--- src/rtl/sop_accumulator_if.sv ---
// Product stream in, sum stream out, for the sum-of-products accumulator stage.
interface sop_accumulator_if #(
  parameter int WIDTH     = 4,
  parameter int ACC_WIDTH = 2*WIDTH+2
);
  logic                   in_valid;
  logic                   in_ready;
  logic [2*WIDTH-1:0]     product;
  logic                   sum_valid;
  logic                   sum_ready;
  logic [ACC_WIDTH-1:0]   sum;
  logic                   ovf;

  modport master (
    output in_valid, product, sum_ready,
    input  in_ready, sum_valid, sum, ovf
  );

  modport slave (
    input  in_valid, product, sum_ready,
    output in_ready, sum_valid, sum, ovf
  );
endinterface

--- src/rtl/sop_accumulator.sv ---
// Sums groups of TERMS products into a registered result; optional saturation via SOP_SAT_EN.
// Latency: sum_valid rises one clk after the last term is accepted.
// Backpressure: only the group-completing term stalls while an untaken result is held.
module sop_accumulator #(
  parameter int WIDTH     = 4,
  parameter int TERMS     = 4,
  parameter int ACC_WIDTH = 2*WIDTH+2
) (
  input  logic             clk,
  input  logic             rst_n,
  sop_accumulator_if.slave bus
);
  localparam int            CW   = (TERMS > 1) ? $clog2(TERMS) : 1;
  localparam logic [CW-1:0] LAST = CW'(TERMS-1);

  logic [ACC_WIDTH-1:0] acc;
  logic [ACC_WIDTH-1:0] sum_q;
  logic [ACC_WIDTH-1:0] add_res;
  logic [CW-1:0]        cnt;
  logic                 sum_valid_q;
  logic                 last;
  logic                 accept;
  logic                 take;

  assign last         = (cnt == LAST);
  assign bus.in_ready = !rst_n || !(last && sum_valid_q && !bus.sum_ready);
  assign accept       = bus.in_valid && bus.in_ready;
  assign take         = sum_valid_q && bus.sum_ready;
  assign bus.sum_valid = sum_valid_q;
  assign bus.sum       = sum_q;

`ifdef SOP_SAT_EN
  logic [ACC_WIDTH:0] add_full;
  logic               acc_ovf;
  logic               add_ovf;
  logic               ovf_q;

  assign add_full = {1'b0, acc} + {1'b0, ACC_WIDTH'(bus.product)};
  assign add_res  = add_full[ACC_WIDTH] ? '1 : add_full[ACC_WIDTH-1:0];
  // Once any add in the group clipped, the group result is flagged.
  assign add_ovf  = acc_ovf | add_full[ACC_WIDTH];

  always_ff @(posedge clk) begin
    if (!rst_n) begin
      acc_ovf <= 1'b0;
      ovf_q   <= 1'b0;
    end else if (accept) begin
      if (last) begin
        ovf_q   <= add_ovf;
        acc_ovf <= 1'b0;
      end else begin
        acc_ovf <= add_ovf;
      end
    end
  end

  assign bus.ovf = ovf_q;
`else
  assign add_res = acc + ACC_WIDTH'(bus.product);
  assign bus.ovf = 1'b0;
`endif

  always_ff @(posedge clk) begin
    if (!rst_n) begin
      acc         <= '0;
      cnt         <= '0;
      sum_q       <= '0;
      sum_valid_q <= 1'b0;
    end else begin
      if (accept) begin
        if (last) begin
          acc <= '0;
          cnt <= '0;
        end else begin
          acc <= add_res;
          cnt <= cnt + CW'(1);
        end
      end
      // A completing term overrides a take so back-to-back results never drop valid.
      if (accept && last) begin
        sum_q       <= add_res;
        sum_valid_q <= 1'b1;
      end else if (take) begin
        sum_valid_q <= 1'b0;
      end
    end
  end
endmodule

--- src/flat_wrapper.sv ---
// flat-port wrapper written by rule: the top's interface ports become plain ports
module sop_accumulator_flat 
#(
  parameter int WIDTH     = 4,
  parameter int TERMS     = 4,
  parameter int ACC_WIDTH = 2*WIDTH+2
)
  (clk, rst_n, bus_in_valid, bus_product, bus_sum_ready, bus_in_ready, bus_sum_valid, bus_sum, bus_ovf);
  sop_accumulator_if #(.WIDTH(WIDTH), .ACC_WIDTH(ACC_WIDTH)) bus_i ();
  input  logic clk;
  input  logic rst_n;
  input wire logic [$bits(bus_i.in_valid)-1:0] bus_in_valid;
  input wire logic [$bits(bus_i.product)-1:0] bus_product;
  input wire logic [$bits(bus_i.sum_ready)-1:0] bus_sum_ready;
  output wire logic [$bits(bus_i.in_ready)-1:0] bus_in_ready;
  output wire logic [$bits(bus_i.sum_valid)-1:0] bus_sum_valid;
  output wire logic [$bits(bus_i.sum)-1:0] bus_sum;
  output wire logic [$bits(bus_i.ovf)-1:0] bus_ovf;
  assign bus_i.in_valid = bus_in_valid;
  assign bus_i.product = bus_product;
  assign bus_i.sum_ready = bus_sum_ready;
  assign bus_in_ready = bus_i.in_ready;
  assign bus_sum_valid = bus_i.sum_valid;
  assign bus_sum = bus_i.sum;
  assign bus_ovf = bus_i.ovf;
  sop_accumulator #(.WIDTH(WIDTH), .TERMS(TERMS), .ACC_WIDTH(ACC_WIDTH)) u_core (.clk(clk), .rst_n(rst_n), .bus(bus_i));
endmodule
--- config.mk ---
export PLATFORM = sky130hd
export DESIGN_NAME = sop_accumulator_flat
export DESIGN_NICKNAME = d
export VERILOG_FILES = /design/src/rtl/sop_accumulator_if.sv /design/src/rtl/sop_accumulator.sv /design/src/flat_wrapper.sv
export SDC_FILE = /design/constraint.sdc
export NUM_CORES = 1
export LEC_CHECK = 0
export BUFFER_PORTS_ARGS = -buffer_cell sky130_fd_sc_hd__buf_2
export CAP_MARGIN = 20
export CORE_ASPECT_RATIO = 0.6
export CORE_UTILIZATION = 58
export DETAILED_ROUTE_END_ITERATION = 8
export HOLD_SLACK_MARGIN = 0.08
export PLACE_DENSITY = 0.83
export SLEW_MARGIN = 10
export SYNTH_ARGS = -nofsm -noshare
export SYNTH_HDL_FRONTEND = slang
export SYNTH_SLANG_ARGS = --single-unit
--- constraint.sdc ---
create_clock -name clk -period 4.4 [get_ports clk]
set_input_delay 0.66 -clock clk [delete_from_list [all_inputs] [get_ports clk]]
set_output_delay 0.66 -clock clk [all_outputs]
set_load 0.01 [all_outputs]
# Word level (Yosys, flattened, before mapping)
# Index checks and enable logic that the tools add are counted.
[totals] register_bits=23 output_inout_bits=13 inputBits=12
[classes] reduce_logical=10 eq_ne=1 mux=4 add_sub_neg=2
[op_table] cell="$add A10 B8 Y10" count=1
[op_table] cell="$mux W10" count=1
[op_table] cell="$logic_and A1 B1 Y1" count=5
[op_table] cell="$logic_not A1 Y1" count=3
[op_table] cell="$add A2 B1 Y2 const B" count=1
[op_table] cell="$eq A2 B2 Y1 const B" count=1
[op_table] cell="$mux W1" count=2
[op_table] cell="$mux W2" count=1
[op_table] cell="$reduce_bool A2 Y1" count=1
[op_table] cell="$logic_or A1 B1 Y1" count=1

# Logic depth before layout (Yosys ltp)
[depth] ltp_word=8 ltp_mapped=8

# Worst setup path after synthesis
# OpenSTA, ideal clock, no wires.
[synth_path] path_kind="input to register" startpoint="in bus_product[0]" endpoint="reg u_core.acc[8]" required_ps=4279 slack_ps=2172 setup_ps=121 cell_stages=8 n_path_buf=0 arrival_ps=2107 cell_sequence="ha_1 inv_1 fa_1 nand2b_1 a211oi_1 a21o_1 mux2i_1 a21oi_1"
[synth_via] elab_chain_cells=2
[synth_rtl] item="start: declaration" line="flat_wrapper.sv:13" text="input wire logic [$bits(bus_i.product)-1:0] bus_product;"
[synth_rtl] item="$add A10 B8 Y10" line="sop_accumulator.sv:59" text="assign add_res = acc + ACC_WIDTH'(bus.product);"
[synth_rtl] item="$mux W10" line="sop_accumulator.sv:71" text="if (last) begin"
[synth_rtl] item="end signal: assignment" line="sop_accumulator.sv:75" text="acc <= add_res;"
[synth_rtl] item="end: declaration" line="sop_accumulator.sv:16" text="logic [ACC_WIDTH-1:0] acc;"
# No other way between the ends.
# A chain may end at the register's enable or synchronous reset.

# Worst setup path after layout
# Ends and elaborated chain as after synthesis.

==> results.py <==
metrics = {
    "worst_setup_path": {
        "max_stage_delay_ps": 380,
        "worst-setup-path-type": "in -> reg",
        "crit_chain": "buf_2 > ha_1 > inv_1 > fa_1 > nand2b_1 > a211oi_1 > a21o_1 > mux2i_1 > a21oi_1",
        "cp-end-kind": "flop",
        "arrival_ps": 2340,
        "cp_max_fo": 3,
        "crit_path_start_kind": "primary input",
        "cp_data_required_time_ps": 4550,
        "crit_slowest_cell": "fa_1",
    },
    "yosys": {
        "postSynth.asyncResetShare_pct": 0,
        "synthCells": 146,
        "syn_area_mm2": 0.00129,
        "ys_seq_elements": 23,
        "syn_nets": 168,
        "synth_top_flop_cell": "dfxtp_1",
        "synth-edff-count": 0,
        "synth.avg_cell_area_um2": 8.83,
        "ys.warnings.count": 0,
        "synth.distinct_cells": 41,
        "ys_seq_area_share_pct": 35.7,
    },
    "floorplanning": {
        "die_h_um": 38.5,
        "num_io_pins": 25,
        "rows": 12,
        "initial_core_util_pct": 65.5,
        "core_mm2": 0.00197,
        "die_w_um": 62.9,
        "dieArea_mm2": 0.00242,
    },
    "run": {
        "cap_violations": 0,
    },
    "outcome": {
        "status": "complete, no violations",
    },
    "timing": {
        "setup_ws_ps": 2210,
        "max_slew_margin_pct": 50.4,
        "setup_viol": 0,
        "fin_crit_ps": 2190,
        "final-max-slew-violation-count": 0,
        "skew_ps": 5.56,
        "timing.final.crit_share_pct": 49.8,
        "rsz0062_at_grt": "false",
        "hold_ws_ps": 451,
        "worst_pin_slew_ps": 741,
        "fmax_ghz": 0.456,
        "tns_ps": 0,
        "hold_violations": 0,
    },
    "clock_tree": {
        "cts_root_buffer": "clkbuf_8",
        "htreeDepth": 1,
        "hold_buffers": 0,
        "insertion_delay_ps": 270,
        "cts.sinks": 23,
        "cts_resized": 0,
        "cts.clk_slew.worst_paths_ps": 80,
        "cts_setup_buffers": 0,
        "tritoncts": "built",
        "cts_buffers": 3,
        "clk_path_buf_depth": 2,
    },
    "cells_and_area": {
        "drive_above_1_share_pct": 19.4,
        "ff_latch_area_um2": 460,
        "areaGrowthSynthToFinish_pct": 11.8,
        "fill_cells": 152,
        "multi_input_comb_area_um2": 767,
        "antenna_cells": 0,
        "fin_nets": 188,
        "layout_common_cells": "23 x buf_2, 23 x dfxtp_1, 15 x nand2_1",
    },
    "routing": {
        "wirelength_um": 2850,
        "vias": 1152,
        "wire_per_inst_um": 14.8,
        "drt_first_pass_iters": 4,
        "drtIter0Drc": 73,
        "antenna_left": 0,
        "drc": 0,
        "vias_per_cell": 5.97,
    },
    "global_routing": {
        "grt_start_max_net_pins": 29,
        "grt_pass1_vias": 1078,
        "grt_pass1_wl_um": 5010,
        "gr-total-overflow": 0,
        "grt_usage_pct": 28.3,
        "grt_antenna_before_repair": 0,
    },
    "pwr": {
        "power.leakage_nw": 0.676,
        "power_density_mw_per_mm2": 336,
        "peakVddDrop_mv": 0.190,
    },
    "min_path": {
        "hold_class": "reg -> reg",
    },
    "place": {
        "gp_congestion": 0.845,
        "place_worst_setup_slack_ps": 1930,
        "io_buffers": 23,
        "dp_hpwl_um": 2140,
    },
}
[power breakdown]
group          internal [W]  leakage, nW  switching (W)  total, W
Combinational     0.0000526        0.466      0.0000685  0.000121
Clock             0.0000647       0.0228      0.0000665  0.000131
Sequential         0.000222        0.187      0.0000103  0.000232
[layout make-up]
| class | count | share of cell area, % |
|---|---|---|
| clock buffer | 4 | 3.13 |
| multi-input combinational | 110 | 53.2 |
| timing repair buffer | 23 | 7.99 |
| tap | 28 | 2.43 |
| sequential | 23 | 31.9 |
| inverter | 5 | 1.30 |
[flip-flops by register name (all words and copies together) (netlist names)]
| signal | flops |
|---|---|
| u_core.cnt | 2 |
| u_core.acc | 10 |
| u_core.bus.sum | 10 |
| u_core.bus.sum_valid | 1 |
[layer usage]
metal / track usage [%] / vias to the layer above / share of wire (%)
met5: 0 / - / 0
met4: 10.5 / 0 / 1.5
met2: 46.5 / 40 / 46
li1: - / 567 / -
met1: 36.1 / 539 / 47
met3: 8.04 / 6 / 5.2
[Yosys cell counts, types with 2 or more instances]
library cell  count  share of area, %
a211oi_1          3               1.7
a21boi_1          3               1.7
a21o_1            5               2.9
a21oi_1          10               3.9
a31oi_1           2              0.97
a32o_1            3               2.3
and3_1            3               1.5
buf_2             4               1.6
buf_4             2               1.2
clkbuf_1          2              0.58
dfxtp_1          23                36
ha_1              9               8.7
inv_1             5               1.5
nand2_1          15               4.4
nand2b_1          3               1.5
nand3_1          10               3.9
nand4_1           3               1.5
nor2_1            7               2.0
nor2b_1           5               2.4
nor3_1            3               1.2
o21ai_1           2              0.78
o311ai_1          2               1.4
xnor2_1           2               1.4
xor2_1            3               2.0
[cells by family after synthesis]
kind of cell	Yosys count	share of synthesized area [%]
AOI/OAI and AO/OA	37	21.3
xor gates and xnor gates	5	3.40
adders and majority gates	10	10.3
buffers and inverters	13	4.76
DFF	23	35.7
muxes	1	0.777
other	1	0.291
and+or+nand+nor	56	23.5
[critical path, delay by kind of cell]
kind	cells	cell delay, ps
AND/OR/NAND/NOR	1	170
buffers and inverters	2	150
adder cells (fa/ha/maj)	2	570
AO/OA/AOI/OAI	3	600
multiplexers	1	190
[per-stage QoR]
step	area (um2)	total power, W	cells	util [%]
CTS	1440	0.000485	193	73.3
global route	1440	0.000513	193	73.3
global placement	1400	0.000350	189	71.0
detailed placement	1400	0.000355	189	71.0
floorplan	1290	0.000328	146	-
finish	1440	0.000484	193	73.3
[worst paths after layout]
path | cells past startpoint | slack (ps) | to | from
worst min-delay path | 2 | 450 | u_core.bus.sum[3]$_SDFFE_PN0P_ | u_core.bus.sum[3]$_SDFFE_PN0P_
worst max register to register | 6 | 2290 | u_core.bus.sum[8]$_SDFFE_PN0P_ | u_core.cnt[0]$_SDFFE_PN0N_
worst min register to register | 2 | 450 | u_core.bus.sum[3]$_SDFFE_PN0P_ | u_core.bus.sum[3]$_SDFFE_PN0P_
worst max-delay path | 9 | 2210 | u_core.acc[8]$_SDFFE_PN0N_ | bus_product[0]
Power figures use the tool's default switching activity.
